File: src/rtl/ro_meter_pkg.sv
// Shared types and defaults for the ring-oscillator frequency meter.
// The state encoding and the timer-width rule live here.
package ro_meter_pkg;

  localparam int DEF_COUNT_W    = 16;
  localparam int DEF_GATE_CYC   = 1024;
  localparam int DEF_SETTLE_CYC = 16;

  typedef enum logic [1:0] {
    IDLE   = 2'd0,
    SETTLE = 2'd1,
    GATE   = 2'd2,
    DONE   = 2'd3
  } meter_state_e;

  // Bits needed to hold max(gate_cyc, settle_cyc) - 1.
  function automatic int timer_width(input int gate_cyc, input int settle_cyc);
    int longest;
    longest = (gate_cyc > settle_cyc) ? gate_cyc : settle_cyc;
    return (longest < 2) ? 1 : $clog2(longest);
  endfunction

endpackage

File: src/rtl/ro_freq_meter_if.sv
// Control, oscillator and result signals of the frequency meter.
// The meter side uses the slave modport; the tile control side uses master.
interface ro_freq_meter_if #(
  parameter int COUNT_W = ro_meter_pkg::DEF_COUNT_W
);
  logic               start;
  logic               abort;
  logic               ro_in;
  logic               ro_activate;
  logic               busy;
  logic               done;
  logic               overflow;
  logic [COUNT_W-1:0] count;

  modport master (
    output start, abort, ro_in,
    input  ro_activate, busy, done, overflow, count
  );

  modport slave (
    input  start, abort, ro_in,
    output ro_activate, busy, done, overflow, count
  );
endinterface

File: src/rtl/ro_edge_sync.sv
// Three-flop synchronizer for the asynchronous oscillator output,
// producing a one-cycle pulse for each synchronized rising edge.
module ro_edge_sync (
  input  logic clk,
  input  logic rst_n,
  input  logic async_i,
  output logic rise_o
);

  logic s1_q, s2_q, s3_q;

  // NOTE: rst_n is active-high despite its name, and is sampled synchronously.
  always_ff @(posedge clk) begin
    if (rst_n) begin
      s1_q <= 1'b0;
      s2_q <= 1'b0;
      s3_q <= 1'b0;
    end else begin
      s1_q <= async_i;
      s2_q <= s1_q;
      s3_q <= s2_q;
    end
  end

  assign rise_o = s2_q & ~s3_q;

endmodule

File: src/rtl/ro_freq_meter.sv
// Ring-oscillator frequency meter: enable, settle, count edges over a fixed
// gate window, then disable the oscillator and publish a saturating count.
module ro_freq_meter
  import ro_meter_pkg::*;
#(
  parameter int COUNT_W    = DEF_COUNT_W,
  parameter int GATE_CYC   = DEF_GATE_CYC,
  parameter int SETTLE_CYC = DEF_SETTLE_CYC
) (
  input logic            clk,
  input logic            rst_n,
  ro_freq_meter_if.slave bus
);

  localparam int                 TMR_W     = timer_width(GATE_CYC, SETTLE_CYC);
  localparam logic [TMR_W-1:0]   SETTLE_LD = TMR_W'(SETTLE_CYC - 1);
  localparam logic [TMR_W-1:0]   GATE_LD   = TMR_W'(GATE_CYC - 1);
  localparam logic [COUNT_W-1:0] CNT_MAX   = '1;

  meter_state_e       state_q;
  logic [TMR_W-1:0]   timer_q;
  logic [COUNT_W-1:0] edges_q, edges_d;
  logic               sat_q, sat_d;
  logic [COUNT_W-1:0] count_q;
  logic               ovf_q;
  logic               act_q;
  logic               busy_q;
  logic               done_q;
  logic               rise;

  ro_edge_sync u_edge_sync (
    .clk    (clk),
    .rst_n  (rst_n),
    .async_i(bus.ro_in),
    .rise_o (rise)
  );

  always_comb begin
    // NOTE: defaults first so every path assigns both signals and no latch is inferred.
    edges_d = edges_q;
    sat_d   = sat_q;
    if (rise) begin
      if (edges_q == CNT_MAX) sat_d   = 1'b1;
      else                    edges_d = edges_q + COUNT_W'(1);
    end
  end

  // NOTE: state registers use non-blocking assignments so every flop samples pre-edge values.
  always_ff @(posedge clk) begin
    if (rst_n) begin
      state_q <= IDLE;
      timer_q <= '0;
      edges_q <= '0;
      sat_q   <= 1'b0;
      count_q <= '0;
      ovf_q   <= 1'b0;
      act_q   <= 1'b0;
      busy_q  <= 1'b0;
      done_q  <= 1'b0;
    end else begin
      done_q <= 1'b0;
      unique case (state_q)
        IDLE: begin
          if (bus.start) begin
            state_q <= SETTLE;
            timer_q <= SETTLE_LD;
            act_q   <= 1'b1;
            busy_q  <= 1'b1;
          end
        end
        SETTLE: begin
          if (bus.abort) begin
            state_q <= IDLE;
            act_q   <= 1'b0;
            busy_q  <= 1'b0;
          end else if (timer_q == '0) begin
            state_q <= GATE;
            timer_q <= GATE_LD;
            edges_q <= '0;
            sat_q   <= 1'b0;
          end else begin
            timer_q <= timer_q - TMR_W'(1);
          end
        end
        GATE: begin
          if (bus.abort) begin
            state_q <= IDLE;
            act_q   <= 1'b0;
            busy_q  <= 1'b0;
          end else begin
            edges_q <= edges_d;
            sat_q   <= sat_d;
            if (timer_q == '0) begin
              // The final gate cycle's edge is folded into the published result.
              state_q <= DONE;
              count_q <= edges_d;
              ovf_q   <= sat_d;
              act_q   <= 1'b0;
              busy_q  <= 1'b0;
              done_q  <= 1'b1;
            end else begin
              timer_q <= timer_q - TMR_W'(1);
            end
          end
        end
        DONE: begin
          state_q <= IDLE;
        end
        default: begin
          state_q <= IDLE;
        end
      endcase
    end
  end

  assign bus.ro_activate = act_q;
  assign bus.busy        = busy_q;
  assign bus.done        = done_q;
  assign bus.overflow    = ovf_q;
  assign bus.count       = count_q;

endmodule

File: src/flat_wrapper.sv
// flat-port wrapper written by rule: the top's interface ports become plain ports
module ro_freq_meter_flat import ro_meter_pkg::*;
#(
  parameter int COUNT_W    = DEF_COUNT_W,
  parameter int GATE_CYC   = DEF_GATE_CYC,
  parameter int SETTLE_CYC = DEF_SETTLE_CYC
)
  (clk, rst_n, bus_start, bus_abort, bus_ro_in, bus_ro_activate, bus_busy, bus_done, bus_overflow, bus_count);
  ro_freq_meter_if #(.COUNT_W(COUNT_W)) bus_i ();
  input logic clk;
  input logic rst_n;
  input wire logic [$bits(bus_i.start)-1:0] bus_start;
  input wire logic [$bits(bus_i.abort)-1:0] bus_abort;
  input wire logic [$bits(bus_i.ro_in)-1:0] bus_ro_in;
  output wire logic [$bits(bus_i.ro_activate)-1:0] bus_ro_activate;
  output wire logic [$bits(bus_i.busy)-1:0] bus_busy;
  output wire logic [$bits(bus_i.done)-1:0] bus_done;
  output wire logic [$bits(bus_i.overflow)-1:0] bus_overflow;
  output wire logic [$bits(bus_i.count)-1:0] bus_count;
  assign bus_i.start = bus_start;
  assign bus_i.abort = bus_abort;
  assign bus_i.ro_in = bus_ro_in;
  assign bus_ro_activate = bus_i.ro_activate;
  assign bus_busy = bus_i.busy;
  assign bus_done = bus_i.done;
  assign bus_overflow = bus_i.overflow;
  assign bus_count = bus_i.count;
  ro_freq_meter #(.COUNT_W(COUNT_W), .GATE_CYC(GATE_CYC), .SETTLE_CYC(SETTLE_CYC)) u_core (.clk(clk), .rst_n(rst_n), .bus(bus_i));
endmodule
File: config.mk
export PLATFORM = sky130hd
export DESIGN_NAME = ro_freq_meter_flat
export DESIGN_NICKNAME = d
export VERILOG_FILES = /design/src/rtl/ro_meter_pkg.sv /design/src/rtl/ro_freq_meter_if.sv /design/src/rtl/ro_edge_sync.sv /design/src/rtl/ro_freq_meter.sv /design/src/flat_wrapper.sv
export SDC_FILE = /design/constraint.sdc
export NUM_CORES = 1
export LEC_CHECK = 0
export ABC_AREA = 1
export CAP_MARGIN = 20
export CORE_MARGIN = 2
export CORE_UTILIZATION = 40
export DETAILED_ROUTE_END_ITERATION = 7
export PLACE_DENSITY = 0.71
export RECOVER_POWER = 50
export SKIP_LAST_GASP = 1
export SLEW_MARGIN = 25
export SYNTH_ARGS = -nofsm -noshare
export SYNTH_HDL_FRONTEND = slang
export SYNTH_HIERARCHICAL = 1
export SYNTH_SLANG_ARGS = --single-unit
File: constraint.sdc
create_clock -name clk -period 5.3 [get_ports clk]
set_input_delay 0.53 -clock clk [delete_from_list [all_inputs] [get_ports clk]]
set_output_delay 0.53 -clock clk [all_outputs]
set_load 0.01 [all_outputs]
==> results.yml, run 1 <==
yosys:
  yosysSeqAreaShare: 0.353
  yosys.area_share.simple: 0.352
  syn_avg_cell_area_sq_um: 6.78
  synth_edf_count: 0
  syn_area_sq_mm: 0.00289
  yosys_warnings: 6
  synthXorXnorAreaFrac: 0.0303
  async_flop_share: 0
  synthMuxAreaShare: 0
  synth_cell_types: 33
  synthCells: 426
  synth_nets: 438
  synth_compound_area_frac: 0.129
  ys.flop_type: "dfxtp_1"
  synthAdderAreaFrac: 0.0303
  synth_top_family_by_area: "simple AND/OR/NAND/NOR gates"
  synth_seq_cells: 51
pwr:
  cellLeakagePower_nw: 1.43
  vdd_drop_max_v: 0.000174
  power_density_mw_per_mm2: 369
sta:
  rsz0062_at_grt: "false"
  finalCritPeriodShare: 0.546
  setup_tns_ns: 0
  fin_skew_ns: 0.0109
  slew_viol_final: 0
  setup_violations: 0
  maxSlewHeadroom: 0.0779
  fmax_mhz: 346
  worst_pin_slew_ns: 1.38
  hold_viol: 0
  post-route-min-period_ns: 2.89
clock_network:
  htree_num_levels: 2
  root_buffer: "clkbuf_8"
  numCtsBuffers: 5
  clockBufferDepth: 2
  cts_resized: 0
  hold_buffers: 0
  clock_sinks: 51
  clk_latency_ns: 0.32
  cts.clk_slew.worst_paths_ns: 0.11
  cts_tree: "built"
  cts_setup_buffers: 0
global_routing:
  grt_pass1_wl_um: 11100
  grt_max_degree: 31
  track_usage: 0.177
  grt_pass1_vias: 2465
  antenna_found_initial: 0
  overflow: 0
layout:
  fin_cells: 543
  num-nets-final: 458
  drive_gt1_frac: 0.0984
  antennaDiodeCount: 0
  syn2layout_area_growth_pct: 12.9
floorplanning:
  initial_utilization: 0.418
  die_height_um: 89.0
  num_rows: 30
  die_area_sq_mm: 0.00792
  die_width_um: 89.0
  ioPinCount: 25
  core_area_sq_mm: 0.00691
routing:
  wl_um: 6370
  dr.pass1.iters: 4
  drt-vias-per-instance: 4.87
  postRouteAntennaNets: 0
  drt_iter0_markers: 240
  drc: 0
  post_drt_wl_per_cell_um: 11.7
  dr_total_vias: 2642
setup_path:
  r2r_cells: 11
  crit_path_end_kind: "flip-flop"
  critPathMaxFanout: 30
  cp-start-kind: "input pin"
  critPathLaunch: "rst_n"
  path_class: "input pin to flip-flop"
  r2r_slack_ns: 3.16
  regToRegEndpoint: "u_core/timer_q[8]$_SDFFE_PP0P_"
  rr_startpoint: "u_core/state_q[1]$_SDFFE_PP0P_"
  crit_end: "u_core/bus.count[0]$_SDFFE_PP0P_"
  worstPathArrival_ns: 3.11
  critPathRequiredTime_ns: 5.52
placed_design:
  gp_congestion: 0.801
  io_buffers: 24
  place_inst: 535
  dp_hpwl_um: 4500
min_path:
  hp-class: "flip-flop to flip-flop"
  hp-start: "u_core/u_edge_sync/s1_q$_SDFF_PP0_"
run_status:
  outcome: "finished, final reports clean"
job:
  cap_violations: 0
-- through the flow --
step | instance area, sq um | hold slack, ns | util | setup WS (ns) | power (mW)
floorplan | 2890 | 0.388 | - | 3.64 | 0.873
finish | 3260 | 0.414 | 0.472 | 2.41 | 1.20
CTS | 3270 | 0.420 | 0.473 | 3.18 | 1.22
global route | 3260 | 0.454 | 0.472 | 2.13 | 1.30
global placement | 3170 | 0.398 | 0.459 | 3.22 | 0.967
detailed placement | 3170 | 0.403 | 0.459 | 3.18 | 0.977
-- power breakdown --
group | internal [mW] | switching [mW] | total, mW
logic | 0.174 | 0.322 | 0.496
registers | 0.430 | 0.0401 | 0.470
clock network | 0.0965 | 0.141 | 0.238
-- cell families (layout without fill, tap and decap cells) --
family,after synthesis,after routing
fa+ha+maj,7,7
compound gates,70,70
flops,51,51
simple gates,220,220
buf+inv,68,89
xor+xnor,10,10
-- worst max-delay path, cell delays in order --
cell	delay, ns
dlygate4sd3_1	0.52
clkbuf_1	1.01
inv_1	0.70
o21a_1	0.26
nand2_1	0.06
inv_1	0.04
-- routing by layer --
layer | part of all wire | GRT usage | routed length (um) | vias up
met5 | 0 | 0 | 0 | -
met4 | 0.011 | 0.0597 | 72 | 0
met3 | 0.050 | 0.0360 | 318 | 6
met2 | 0.46 | 0.286 | 2930 | 56
met1 | 0.48 | 0.237 | 3050 | 1187
li1 | - | - | - | 1393
-- cells in the final DEF, fill, tap and decap left out, types with 2 or more instances in the layout --
master,n
inv_6,2
ha_1,7
a21oi_1,39
o21a_1,2
dfxtp_1,51
nand2_1,105
clkdlybuf4s50_1,3
nor2_4,4
or2_2,5
inv_1,52
nand3b_1,2
nand3_2,6
clkbuf_8,5
a21oi_2,3
nor3_1,4
nand4_1,4
a21o_1,2
nand2_2,7
o21ai_0,22
nor2_1,43
nor2_2,5
xnor2_1,3
inv_2,2
xor2_1,7
nand3_1,33
dlygate4sd3_1,21
-- registers in the layout, indices dropped and copies added, names as in the netlist --
name	count
u_core/u_edge_sync/s1_q	1
u_core/u_edge_sync/s2_q	1
u_core/state_q	2
u_core/bus.overflow	1
u_core/u_edge_sync/s3_q	1
u_core/edges_q	16
u_core/sat_q	1
u_core/bus.done	1
u_core/bus.busy	1
u_core/timer_q	10
u_core/bus.count	16
-- area by class of cell --
| cell class | count | area (sq um) |
|---|---|---|
| fillers | 757 | 3640 |
| multi-input cells | 307 | 1560 |
| flip-flops and latches | 51 | 1020 |
| repair buffers | 26 | 251 |
| inverters | 55 | 211 |
| well taps | 96 | 120 |
| clock buffers | 5 | 68.8 |
| clock inverters | 3 | 25.0 |
-- cells in the mapped netlist (2+ instances only) --
cell,n,share of area
a21oi_2,3,0.0091
xnor2_1,3,0.0091
inv_1,52,0.068
a21oi_1,39,0.068
nand3_1,33,0.057
nor3_1,4,0.0069
nand3b_1,2,0.0052
o21ai_1,2,0.0035
nor2_1,43,0.056
nand2_1,105,0.14
nand3_2,6,0.021
clkbuf_1,5,0.0065
nor2_4,4,0.016
nor2_2,5,0.011
o21ai_0,21,0.036
nand2_2,7,0.015
or2_2,5,0.011
a21o_1,2,0.0052
o21a_1,2,0.0052
ha_1,7,0.030
xor2_1,7,0.021
buf_2,2,0.0035
dfxtp_1,51,0.35
inv_2,2,0.0026
nand4_1,4,0.0087
buf_6,3,0.012
-- worst min-delay path by stage --
stage,endpoint,cells past startpoint
after global routing,u_core/u_edge_sync/s2_q$_SDFF_PP0_,2
after CTS,u_core/u_edge_sync/s2_q$_SDFF_PP0_,2
after detailed placement,u_core/u_edge_sync/s2_q$_SDFF_PP0_,2
after global placement,u_core/u_edge_sync/s2_q$_SDFF_PP0_,2
final,u_core/u_edge_sync/s2_q$_SDFF_PP0_,2
after floorplan,u_core/u_edge_sync/s2_q$_SDFF_PP0_,2
Power figures use the tool's default switching activity.
==> run 2, diff against run 1 <==
- PLACE_DENSITY: 0.71 -> 0.73
- clock period: 5.3 -> 2.4 ns (I/O delays scaled with it)
==> run 2 against run 1 <==
Effect of this change:
- register-to-register slack got worse by 2.8 ns
- flip-flop and latch count did not move
- combinational power grew 120%
- hold slack got worse by 0.011 ns
- sequential share of layout area shrank 0.072 points
==> results.yml, run 2 (synthesis results as in run 1) <==
run_status:
  outcome: "finished, final reports clean"
setup_path:
  path_class: "flip-flop to flip-flop"
  cp-start-kind: "flip-flop"
  worstPathArrival_ns: 2.30
  critPathRequiredTime_ns: 2.62
  critPathMaxFanout: 17
  crit_path_end_kind: "flip-flop"
sta:
  slew_viol_final: 0
  setup_tns_ns: 0
  rsz0062_at_grt: "false"
  fin_skew_ns: 0.00531
  post-route-min-period_ns: 2.07
  worst_pin_slew_ns: 1.42
  setup_violations: 0
  maxSlewHeadroom: 0.0557
  fmax_mhz: 483
  hold_viol: 0
  finalCritPeriodShare: 0.863
floorplanning:
  core_area_sq_mm: 0.00691
  die_height_um: 89.0
  initial_utilization: 0.418
  ioPinCount: 25
  die_area_sq_mm: 0.00792
  die_width_um: 89.0
  num_rows: 30
pwr:
  vdd_drop_max_v: 0.000323
  cellLeakagePower_nw: 1.44
  power_density_mw_per_mm2: 813
clock_network:
  clockBufferDepth: 2
  cts_setup_buffers: 0
  hold_buffers: 0
  clock_sinks: 51
  cts_resized: 0
  cts.clk_slew.worst_paths_ns: 0.09
  cts_tree: "built"
  numCtsBuffers: 5
  root_buffer: "clkbuf_8"
  htree_num_levels: 2
  clk_latency_ns: 0.30
global_routing:
  antenna_found_initial: 0
  grt_pass1_vias: 2391
  track_usage: 0.166
  grt_pass1_wl_um: 10500
  grt_max_degree: 30
  overflow: 0
routing:
  top_layer_used: "met4"
  postRouteAntennaNets: 0
  dr.pass1.iters: 4
  met2_length_um: 2910
  dr_total_vias: 2650
  wl_um: 6270
  drt-vias-per-instance: 4.87
  drc: 0
  wl_met1_um: 2960
  wl_met3_um: 309
  drt_iter0_markers: 180
  post_drt_wl_per_cell_um: 11.5
layout:
  antennaDiodeCount: 0
  final_common_cell: "nand2_1"
  syn2layout_area_growth_pct: 13.1
  regArea_sq_mm: 0.00102
  fillCellCount: 714
  num-nets-final: 459
  final_util: 0.473
  drive_gt1_frac: 0.0938
  multi_input_area_sq_mm: 0.00156
  final_cell_mix: "106 x nand2_1, 52 x inv_1, 51 x dfxtp_1"
placed_design:
  dp_hpwl_um: 4400
  io_buffers: 24
  gp_congestion: 0.831
min_path:
  hp-class: "flip-flop to flip-flop"
job:
  cap_violations: 0
run 2: cell count changes in the layout (fill, tap and decap cells not counted), sizes merged:
cell	before	now
clkbuf	6	10
inv	56	54
clkinvlp	1	0
run 2: final timing paths:
path	startpoint	end	slack, ns	cells past startpoint
hold / removal	u_core/u_edge_sync/s1_q$_SDFF_PP0_	u_core/u_edge_sync/s2_q$_SDFF_PP0_	0.40	2
setup / recovery	u_core/state_q[0]$_SDFFE_PP0P_	u_core/edges_q[7]$_SDFFE_PP0P_	0.33	8
hold reg to reg	u_core/u_edge_sync/s1_q$_SDFF_PP0_	u_core/u_edge_sync/s2_q$_SDFF_PP0_	0.40	2
setup reg to reg	u_core/state_q[0]$_SDFFE_PP0P_	u_core/edges_q[7]$_SDFFE_PP0P_	0.33	8
run 2: power breakdown:
part | total [mW] | leakage, nW | internal, mW | switching (mW)
clock network | 0.534 | 0.0515 | 0.264 | 0.271
logic | 1.09 | 0.976 | 0.388 | 0.705
registers | 1.03 | 0.414 | 0.949 | 0.0794
run 2: area by class of cell:
class                   count  share of cell area
clock buffers               8              0.0306
well taps                  96              0.0367
repair buffers             27              0.0781
inverters                  55              0.0647
flip-flops and latches     51               0.312
multi-input cells         307               0.478
run 2: per-stage QoR:
stage	total power, mW	instances	area (sq um)	worst slack, ns	hold slack (ns)
6_report	2.66	544	3270	0.328	0.404
5_1_grt	2.87	544	3270	0.116	0.433
4_1_cts	2.71	544	3280	0.444	0.406
3_5_place_dp	2.17	536	3180	0.462	0.394
3_3_place_gp	2.14	536	3180	0.537	0.391
2_1_floorplan	1.93	426	2890	0.740	0.311
run 2: worst max-delay path, cell delays in order (launching register included):
cell	delay, ns
dfxtp_1	0.38
inv_1	0.10
ha_1	0.25
nor2_1	0.17
clkbuf_1	0.22
nor2_1	0.08
nand2_1	0.50
nand2_1	0.14
a21oi_2	0.16
run 2: per-layer routing:
metal  global-route usage  up-vias
met3               0.0332        8
met4               0.0638        0
met1                0.211     1191
li1                     -     1391
met5                    0        -
met2                0.280       60
